===== src/rtl/pc_gen_pkg.sv =====
// Shared core definitions for the fetch PC generator: datapath width, reset
// address and 2-bit branch counter encodings.
package pc_gen_pkg;

    localparam int          CORE_XLEN     = 32;
    localparam logic [31:0] CORE_RESET_PC = 32'h0000_0000;

    typedef enum logic [1:0] {
        CTR_SNT = 2'b00,
        CTR_WNT = 2'b01,
        CTR_WT  = 2'b10,
        CTR_ST  = 2'b11
    } ctr_e;

    // Saturating step of a 2-bit counter toward taken / not-taken.
    function automatic logic [1:0] ctr_step(input logic [1:0] ctr, input logic taken);
        logic [1:0] r;
        r = ctr;
        if (taken) begin
            if (ctr != CTR_ST) r = ctr + 2'd1;
        end else begin
            if (ctr != CTR_SNT) r = ctr - 2'd1;
        end
        return r;
    endfunction

endpackage


===== src/rtl/pc_gen_bht.sv =====
// Direct-mapped branch history / target table: one combinational read port
// for fetch, one write port for the resolving EX instruction.
module bht_btb
    import pc_gen_pkg::*;
#(
    parameter int XLEN    = CORE_XLEN,
    parameter int ENTRIES = 16,
    localparam int IDXW   = $clog2(ENTRIES),
    localparam int TAGW   = XLEN - IDXW - 2
) (
    input  logic            clk,
    input  logic            rst_n,
    input  logic [IDXW-1:0] rd_idx_i,
    input  logic [TAGW-1:0] rd_tag_i,
    output logic            rd_hit_o,
    output logic [1:0]      rd_ctr_o,
    output logic [XLEN-1:0] rd_target_o,
    input  logic            upd_en_i,
    input  logic            upd_is_jmp_i,
    input  logic            upd_taken_i,
    input  logic [IDXW-1:0] upd_idx_i,
    input  logic [TAGW-1:0] upd_tag_i,
    input  logic [XLEN-1:0] upd_target_i
);

    logic            valid_q  [ENTRIES];
    logic [TAGW-1:0] tag_q    [ENTRIES];
    logic [XLEN-1:0] target_q [ENTRIES];
    logic [1:0]      ctr_q    [ENTRIES];

    logic            upd_hit;
    logic [1:0]      ctr_base;
    logic [1:0]      ctr_d;

    // Read returns stored contents only; a same-cycle write is not bypassed.
    assign rd_hit_o    = valid_q[rd_idx_i] && (tag_q[rd_idx_i] == rd_tag_i);
    assign rd_ctr_o    = ctr_q[rd_idx_i];
    assign rd_target_o = target_q[rd_idx_i];

    // A branch that does not own the entry starts training from weakly-not-taken.
    assign upd_hit  = valid_q[upd_idx_i] && (tag_q[upd_idx_i] == upd_tag_i);
    assign ctr_base = upd_hit ? ctr_q[upd_idx_i] : CTR_WNT;

    always_comb begin
        ctr_d = ctr_step(ctr_base, upd_taken_i);
        if (upd_is_jmp_i) ctr_d = CTR_ST;
    end

    always_ff @(posedge clk or negedge rst_n) begin
        if (!rst_n) begin
            for (int i = 0; i < ENTRIES; i++) begin
                valid_q[i]  <= 1'b0;
                tag_q[i]    <= '0;
                target_q[i] <= '0;
                ctr_q[i]    <= CTR_WNT;
            end
        end else if (upd_en_i) begin
            ctr_q[upd_idx_i] <= ctr_d;
            if (upd_taken_i) begin
                valid_q[upd_idx_i]  <= 1'b1;
                tag_q[upd_idx_i]    <= upd_tag_i;
                target_q[upd_idx_i] <= upd_target_i;
            end
        end
    end

endmodule


===== src/rtl/pc_gen.sv =====
// Fetch PC sequencer: chooses between mispredict redirect, stall hold and the
// predicted next address, and trains the predictor from EX resolutions.
module pc_gen
    import pc_gen_pkg::*;
#(
    parameter int              XLEN     = CORE_XLEN,
    parameter int              ENTRIES  = 16,
    parameter logic [XLEN-1:0] RESET_PC = XLEN'(CORE_RESET_PC)
) (
    input  logic            clk,
    input  logic            rst_n,
    input  logic            stall,
    input  logic            ex_valid,
    input  logic            ex_is_br,
    input  logic            ex_is_jmp,
    input  logic            ex_taken,
    input  logic [XLEN-1:0] ex_pc,
    input  logic [XLEN-1:0] ex_target,
    input  logic            ex_pred_taken,
    input  logic [XLEN-1:0] ex_pred_target,
    output logic [XLEN-1:0] pc_o,
    output logic            pc_valid_o,
    output logic            pred_taken_o,
    output logic [XLEN-1:0] pred_target_o,
    output logic            flush_o
);

    localparam int IDXW = $clog2(ENTRIES);
    localparam int TAGW = XLEN - IDXW - 2;

    logic [XLEN-1:0] pc_q, pc_d;
    logic            pc_valid_q;

    logic [XLEN-1:0] ex_tgt;
    logic            ctl_valid;
    logic            actual_taken;
    logic            rd_hit;
    logic [1:0]      rd_ctr;
    logic [XLEN-1:0] rd_target;

    // Only branches and jumps count as resolutions; anything else on ex_valid is ignored.
    assign ex_tgt       = ex_target & ~XLEN'(3);
    assign ctl_valid    = ex_valid & (ex_is_br | ex_is_jmp);
    assign actual_taken = ex_is_jmp | (ex_is_br & ex_taken);
    assign flush_o      = ctl_valid &
                          ((actual_taken != ex_pred_taken) |
                           (actual_taken & ex_pred_taken & (ex_tgt != ex_pred_target)));

    bht_btb #(
        .XLEN    (XLEN),
        .ENTRIES (ENTRIES)
    ) u_bht_btb (
        .clk          (clk),
        .rst_n        (rst_n),
        .rd_idx_i     (pc_q[IDXW+1:2]),
        .rd_tag_i     (pc_q[XLEN-1:IDXW+2]),
        .rd_hit_o     (rd_hit),
        .rd_ctr_o     (rd_ctr),
        .rd_target_o  (rd_target),
        .upd_en_i     (ctl_valid),
        .upd_is_jmp_i (ex_is_jmp),
        .upd_taken_i  (actual_taken),
        .upd_idx_i    (ex_pc[IDXW+1:2]),
        .upd_tag_i    (ex_pc[XLEN-1:IDXW+2]),
        .upd_target_i (ex_tgt)
    );

    assign pred_taken_o  = rd_hit & rd_ctr[1];
    assign pred_target_o = pred_taken_o ? rd_target : pc_q + XLEN'(4);

    // The first cycle out of reset presents RESET_PC as valid before advancing.
    always_comb begin
        pc_d = pc_q;
        if (!pc_valid_q) begin
            pc_d = pc_q;
        end else if (flush_o) begin
            pc_d = actual_taken ? ex_tgt : ex_pc + XLEN'(4);
        end else if (!stall) begin
            pc_d = pred_target_o;
        end
    end

    always_ff @(posedge clk or negedge rst_n) begin
        if (!rst_n) begin
            pc_q       <= RESET_PC;
            pc_valid_q <= 1'b0;
        end else begin
            pc_q       <= pc_d;
            pc_valid_q <= 1'b1;
        end
    end

    assign pc_o       = pc_q;
    assign pc_valid_o = pc_valid_q;

endmodule


===== config.mk =====
export PLATFORM = sky130hd
export DESIGN_NAME = pc_gen
export DESIGN_NICKNAME = d
export VERILOG_FILES = /design/src/rtl/pc_gen_pkg.sv /design/src/rtl/pc_gen_bht.sv /design/src/rtl/pc_gen.sv
export SDC_FILE = /design/constraint.sdc
export NUM_CORES = 2
export LEC_CHECK = 0
export ABC_AREA = 1
export CAP_MARGIN = 25
export CORE_MARGIN = 2
export CORE_UTILIZATION = 60
export DETAILED_ROUTE_END_ITERATION = 12
export PLACE_DENSITY = 0.78
export SLEW_MARGIN = 20
export SYNTH_ARGS = -nofsm -noshare
export SYNTH_HDL_FRONTEND = slang
export SYNTH_SLANG_ARGS = --single-unit

===== constraint.sdc =====
create_clock -name clk -period 7.1 [get_ports clk]
set_clock_uncertainty 0.2 [all_clocks]
set_input_delay 1.42 -clock clk [delete_from_list [all_inputs] [get_ports clk]]
set_output_delay 1.42 -clock clk [all_outputs]
set_load 0.1 [all_outputs]

==> flow_summary.toml <==
[outcome]
status = "finished clean"

[grt]
first_global_vias = 47630
antenna_found_initial = 6
grtUsageTotal = 0.415
grt-ovfl-total = 0
grt_pass1_wl_um = 285000
grt_start_max_net_pins = 166

[route]
num_vias = 50950
dr.pass1.iters = 8
vias_per_cell = 6.10
drt_iter0_markers = 7097
drc = 0
final_antenna_net_count = 0
drt_wl_total_um = 187000
wl_per_cell_um = 22.4

[synthesis]
syn_area_per_cell_um2 = 7.20
syn-num-nets = 7405
synth-edff-count = 0
netlist_area_mm2 = 0.0525
synth_ff_type = "dfrtp_1"
synthCells = 7295
synth.distinct_cells = 45
async_flop_share = 1.00
seq_area_frac_synth = 0.466
yosys_warnings = 0
ys_ff_latch = 977

[critical_path]
crit_arrival_ns = 5.20
cp-startpoint = "pc_o[2]"
path_cells = "inv_8 > nand2_1 > a31oi_1 > nor2_1 > nor2_1 > nor2_1 > nand2_1 > inv_1 > nand2_1 > nor2_1 > nand3_1 > nor2_2 > inv_1 > nand2_1 > nand2_1 > buf_12"
timing.rr.end = "pc_o[12]"
crit_top_cell = "nand2_1"
worstPathMaxFanout = 89
end_kind = "output pin"
crit_slowest_cell = "dfrtp_4"
slowest_delay_ns = 0.86
rrSetupSlack_ns = 2.43
rr_startpoint = "pc_o[2]"
worstSetupPathType = "flop to output pin"
r2r_cells = 17
setup.worst_path.start_class = "flop"
worstPathRequired_ns = 5.48

[cts]
postCtsSetupBuffers = 0
cts_root_buf = "clkbuf_16"
htree_levels = 3
cts_tree = "done"
clk_pin_slew_worst_paths_ns = 0.06
clock_path_buffers = 3
cts.sinks = 977
cts_resized = 0
insertion_delay_ns = 0.72
hold_buffers = 0
cts_buffers = 105

[power]
peakVddDrop_mv = 0.317
p_leak_nw = 28.3
power.density_mw_per_mm2 = 343

[hold_path]
hold_class = "flop to flop"
worstHoldPathCells = 2
hold_end = "u_bht_btb.ctr_q[26]"
worstHoldStart = "u_bht_btb.ctr_q[26]"

[floorplan]
die_w_um = 300
initial_core_util = 0.606
ios = 171
dieArea_mm2 = 0.0899
coreArea_mm2 = 0.0868
fp.dieH_um = 300
rows = 108

[sta]
fmax_mhz = 147
min_period_over_period = 0.960
slew_violations = 0
rsz0062_at_grt = "no"
finalSetupViolations = 0
final_hold_viol_count = 0
slew_headroom = 0.234
fin_crit_ns = 6.82
worst_pin_slew_ns = 1.15
fin_tns_setup_ns = 0

[cells_and_area]
layout-drive-gt1-share = 0.0533
syn_to_final_growth_pct = 10.4
nNetsFinal = 7224
layoutNonFillerInstCount = 8359

[placement]
gp_congestion = 1.02
dp_hpwl_um = 114000
portBuffers = 168
dp_cells = 8161

[job]
drv_cap = 0
==> worst max-delay path: cells and delay by family (launching register included) <==
kind                   cells  cell delay, ns
AND/OR/NAND/NOR           11            2.44
flip-flops                 1            0.86
AO/OA/AOI/OAI              1            0.05
buffers and inverters      4            1.07
==> cells in the mapped netlist, types with 7 or more instances <==
library cell  number  share of area
a21oi_1          169          0.016
a31oi_1           16         0.0019
and2_1             8        0.00095
buf_1             25         0.0018
buf_2            100         0.0095
buf_4             27         0.0039
buf_6             30         0.0064
clkbuf_1         363          0.026
dfrtp_1          961           0.46
dfstp_2           16         0.0080
inv_1            513          0.037
inv_2             13        0.00093
nand2_1         2388           0.17
nand3_1          358          0.034
nor2_1           558          0.040
nor3_1            27         0.0026
o211ai_1         125          0.018
o21ai_0         1311           0.12
o21ai_1           31         0.0030
o221ai_1          32         0.0053
o22ai_1           86          0.010
or2_2              7        0.00083
xnor2_1            9         0.0015
xor2_1            52         0.0087
==> worst max-delay path by stage <==
stage          cells past startpoint           endpoint
5_1_grt                           16   pred_target_o[5]
3_3_place_gp                      16  pred_target_o[16]
2_1_floorplan                      9            flush_o
3_5_place_dp                      16   pred_target_o[5]
4_1_cts                           16   pred_target_o[5]
6_report                          16  pred_target_o[16]
==> power by group <==
group          internal (mW)  switching [mW]  leakage, nW  total, mW
Combinational           2.03            4.84         14.1       6.86
Sequential              6.74           0.825         12.5       7.57
Clock                   3.06            2.40         1.68       5.46
Total                   11.8            8.06         28.3       19.9
==> final cells by class <==
class | instances | area [µm²]
diodes | 4 | 10.0
repair buffers | 258 | 2930
flip-flops and latches | 977 | 24500
clock buffers | 146 | 2980
clock inverters | 47 | 428
well taps | 1155 | 1450
inverters | 533 | 2020
multi-input cells | 5239 | 23700
fillers | 7397 | 28800
==> state kept, by name, indices dropped and copies added, names as in the netlist <==
name,flops
u_bht_btb.tag_q,416
pc_valid_o,1
u_bht_btb.ctr_q,32
u_bht_btb.target_q,480
u_bht_btb.valid_q,16
pc_o,32
==> routing by layer <==
layer	GRT usage	routed length, µm
met4	0.298	15500
met2	0.620	80200
met5	0	23
met3	0.0894	21400
met1	0.538	70300
==> placed cells by master (no fill, tap or decap), types with 22 or more instances in the layout <==
cell / n
clkdlybuf4s50_1: 131
buf_12: 50
buf_4: 74
o21ai_1: 32
nand3_1: 358
a21oi_1: 168
o21ai_0: 1310
dfrtp_1: 958
clkbuf_1: 22
clkbuf_16: 106
o22ai_1: 86
nor3_1: 27
xor2_1: 52
o221ai_1: 32
nand2_1: 2370
nor2_1: 554
inv_1: 512
clkinv_2: 30
o211ai_1: 125
==> metrics by stage <==
| stage | utilization | power [mW] | area (µm²) | hold WS, ns | setup slack [ns] |
|---|---|---|---|---|---|
| after detailed placement | 0.629 | 14.3 | 54600 | 0.258 | 1.28 |
| final | 0.669 | 19.9 | 58000 | 0.269 | 0.284 |
| after CTS | 0.668 | 19.7 | 58000 | 0.269 | 0.542 |
| after global placement | 0.629 | 14.1 | 54500 | 0.255 | 1.27 |
| after floorplan | - | 12.0 | 52500 | 0.244 | 1.76 |
| after global routing | 0.669 | 20.9 | 58000 | 0.278 | 0.207 |
==> kinds of logic after synthesis <==
logic type      after synthesis  share of synthesized area
compound gates             1790                      0.183
other cells                   1                  0.0000714
xor+xnor                     61                     0.0102
buf+inv                    1079                     0.0860
fa+ha+maj                     6                    0.00143
simple gates               3381                      0.254
flops                       977                      0.466
Power figures use the tool's default switching activity.
==> RTL edit (same settings) <==
Put a register stage on the output `pred_target_o`, with the module's reset. The value now appears one clock later. The other outputs are not delayed to match.
--- a/src/rtl/pc_gen.sv
+++ b/src/rtl/pc_gen.sv
@@ -27,6 +27,8 @@
 
     localparam int IDXW = $clog2(ENTRIES);
     localparam int TAGW = XLEN - IDXW - 2;
+
+    logic [XLEN-1:0] pred_target_d;
 
     logic [XLEN-1:0] pc_q, pc_d;
     logic            pc_valid_q;
@@ -66,7 +68,7 @@
     );
 
     assign pred_taken_o  = rd_hit & rd_ctr[1];
-    assign pred_target_o = pred_taken_o ? rd_target : pc_q + XLEN'(4);
+    assign pred_target_d = pred_taken_o ? rd_target : pc_q + XLEN'(4);
 
     // The first cycle out of reset presents RESET_PC as valid before advancing.
     always_comb begin
@@ -76,7 +78,7 @@
         end else if (flush_o) begin
             pc_d = actual_taken ? ex_tgt : ex_pc + XLEN'(4);
         end else if (!stall) begin
-            pc_d = pred_target_o;
+            pc_d = pred_target_d;
         end
     end
 
@@ -93,5 +95,13 @@
     assign pc_o       = pc_q;
     assign pc_valid_o = pc_valid_q;
 
+    always_ff @(posedge clk or negedge rst_n) begin
+        if (!rst_n) begin
+            pred_target_o <= '0;
+        end else begin
+            pred_target_o <= pred_target_d;
+        end
+    end
+
 endmodule
 
Function: not settled (the Yosys comparison gave no result); the edit may change what the design does.
==> RTL edit against the original RTL <==
- sequential cell count is 32 higher
- worst setup slack improved by 0.45 ns
- count of clock-buffer cells in the layout up 13
- non-clock buffer count rose by 4
- cell area grew 2.5%
- critical path depth grew 2
- clock power is 5.7% higher
- synthesized cell count up 3.5%
- register-to-register slack worse by 0.38 ns
- core utilization rose by 0.17 points
- total power rose by 3.9%
- sequential power increased by 3.7%
- area after synthesis is 2.5% higher
- routed wire length grew 4.4%
- largest cell class unchanged
- highest routed layer unchanged
==> RTL edit: results (changes against the original RTL) <==
Status:
- The run finished with clean final reports.

Logic synthesis:
- The gate count after technology mapping is 7550 (+3.5%).
- The sequential cell area fraction in the yosys report is 46.9% (+0.35 points).
- The synthesized netlist net count came to 7660 (+3.4%).
- The share of synthesized cell area in full adder, half adder and majority cells is 0.139% (-0.0035 points).
- The synthesized-area fraction occupied by ao, oa, aoi and oai cells is 15.3% (-3.0 points).
- Ranked by instance count, the synthesized netlist is headed by nand2_1 (2638), o21ai_0 (1237), dfrtp_1 (993).

Setup path:
- The endpoint of the worst setup timing path is pred_taken_o.
- The reg2reg setup slack came to 2.05 ns (-0.38 ns).
- The number of cell instances on the worst register-to-register path is 18 (+1).
- The cell type group with the largest total delay on the critical path is buffers and inverters.
- The worst reg2reg path endpoint is pc_o[26]$_DFFE_PN0P_.
- The largest individual stage delay along the critical path comes from the cell inv_8.

Drt:
- The number of violations reported at the end of detailed-routing iteration 0 is 7530 (+6.1%).
- The final wirelength is 196000 um (+4.4%).
- The via count is 52563 (+3.2%).
- The detailed-route wire length per cell is 22.7 um (+1.3%).

Final layout:
- The total area of multi-input combinational cells is 24100 um^2 (+1.6%).
- The count of inverters other than clock inverters in the layout is 600 (+13%).
- The multi-input combinational cell count is 5390 (+2.9%).
- The filler cell count in the final layout was 7635 (+3.2%).
- The storage element area is 25300 um^2 (+3.3%).
- The non-clock buffer share of cell area is 4.58% (-0.46 points).
- The share of cells above drive strength 1 was 4.60% (-0.73 points).
- The antenna cell count is 3 (-1).
- The end-of-flow core utilization is 67.0% (+0.17 points).

Min path:
- In this run the most critical hold path is launched from u_bht_btb.ctr_q[0]$_DFFE_PN1P_.

Global routing:
- The initial antenna violation count came to 7 (+1).
- The total global routing track utilization came to 42.4% (+0.87 points).
- The via count of the first global-routing pass was 49143 (+3.2%).
- The wire length of the first global-routing pass was 295000 um (+3.7%).
- The maximum number of pins on one net before global-route repair is 184 (+11%).

Placed design:
- The cell count after placement is 8424 (+3.2%).
- The cell area after placement came to 55800 um^2 (+2.2%).
- The detailed placer's ending HPWL is 120000 um (+5.5%).
- The post-place setup slack was 1.30 ns (+0.0201 ns).
- The routability congestion estimate is 1.02 (+0.47%).

Die:
- The area of the die is 92200 um^2 (+2.5%).

STA:
- The post-route fraction of the period consumed by the critical path came to 89.6% (-6.4 points).
- The tightest slew margin relative to the limit is 19.5% (-3.8 points).
- The pin slew with the least headroom to its limit is 1.21 ns (+0.0607 ns).

Power:
- The leakage power was 29.6 nW (+4.6%).
- The worst ir drop on vdd came to 277 uV (-13%).
==> RTL edit: cell count changes in the layout (fill, tap and decap cells not counted), sizes merged, moves of 64 or more <==
cell / unedited run / this run
nand2: 2392 / 2641
o21ai: 1344 / 1270
inv: 532 / 600
a21oi: 169 / 62
o211ai: 125 / 61
nand3: 359 / 553
==> RTL edit: where the power goes <==
group          internal (mW)  leakage [nW]  total [mW]  switching, mW
clock network           3.33          1.75        5.77           2.44
logic                   2.00          15.0        7.04           5.04
registers               6.97          12.8        7.85          0.879
total                   12.3          29.6        20.7           8.36
==> RTL edit: routing by layer <==
layer	part of all wire, %	up-vias	global-route usage (%)
li1	-	23816	-
met5	0.022	-	0
met2	43	3345	63.3
met1	37	24588	53.5
met4	9.0	6	33.5
met3	11	808	9.32
==> RTL edit: kinds of logic after synthesis <==
kind of cell	Yosys count
AO/OA/AOI/OAI	1548
XOR/XNOR	60
adder cells (fa/ha/maj)	6
buffers and inverters	1151
flip-flops	1009
other	1
AND/OR/NAND/NOR	3775
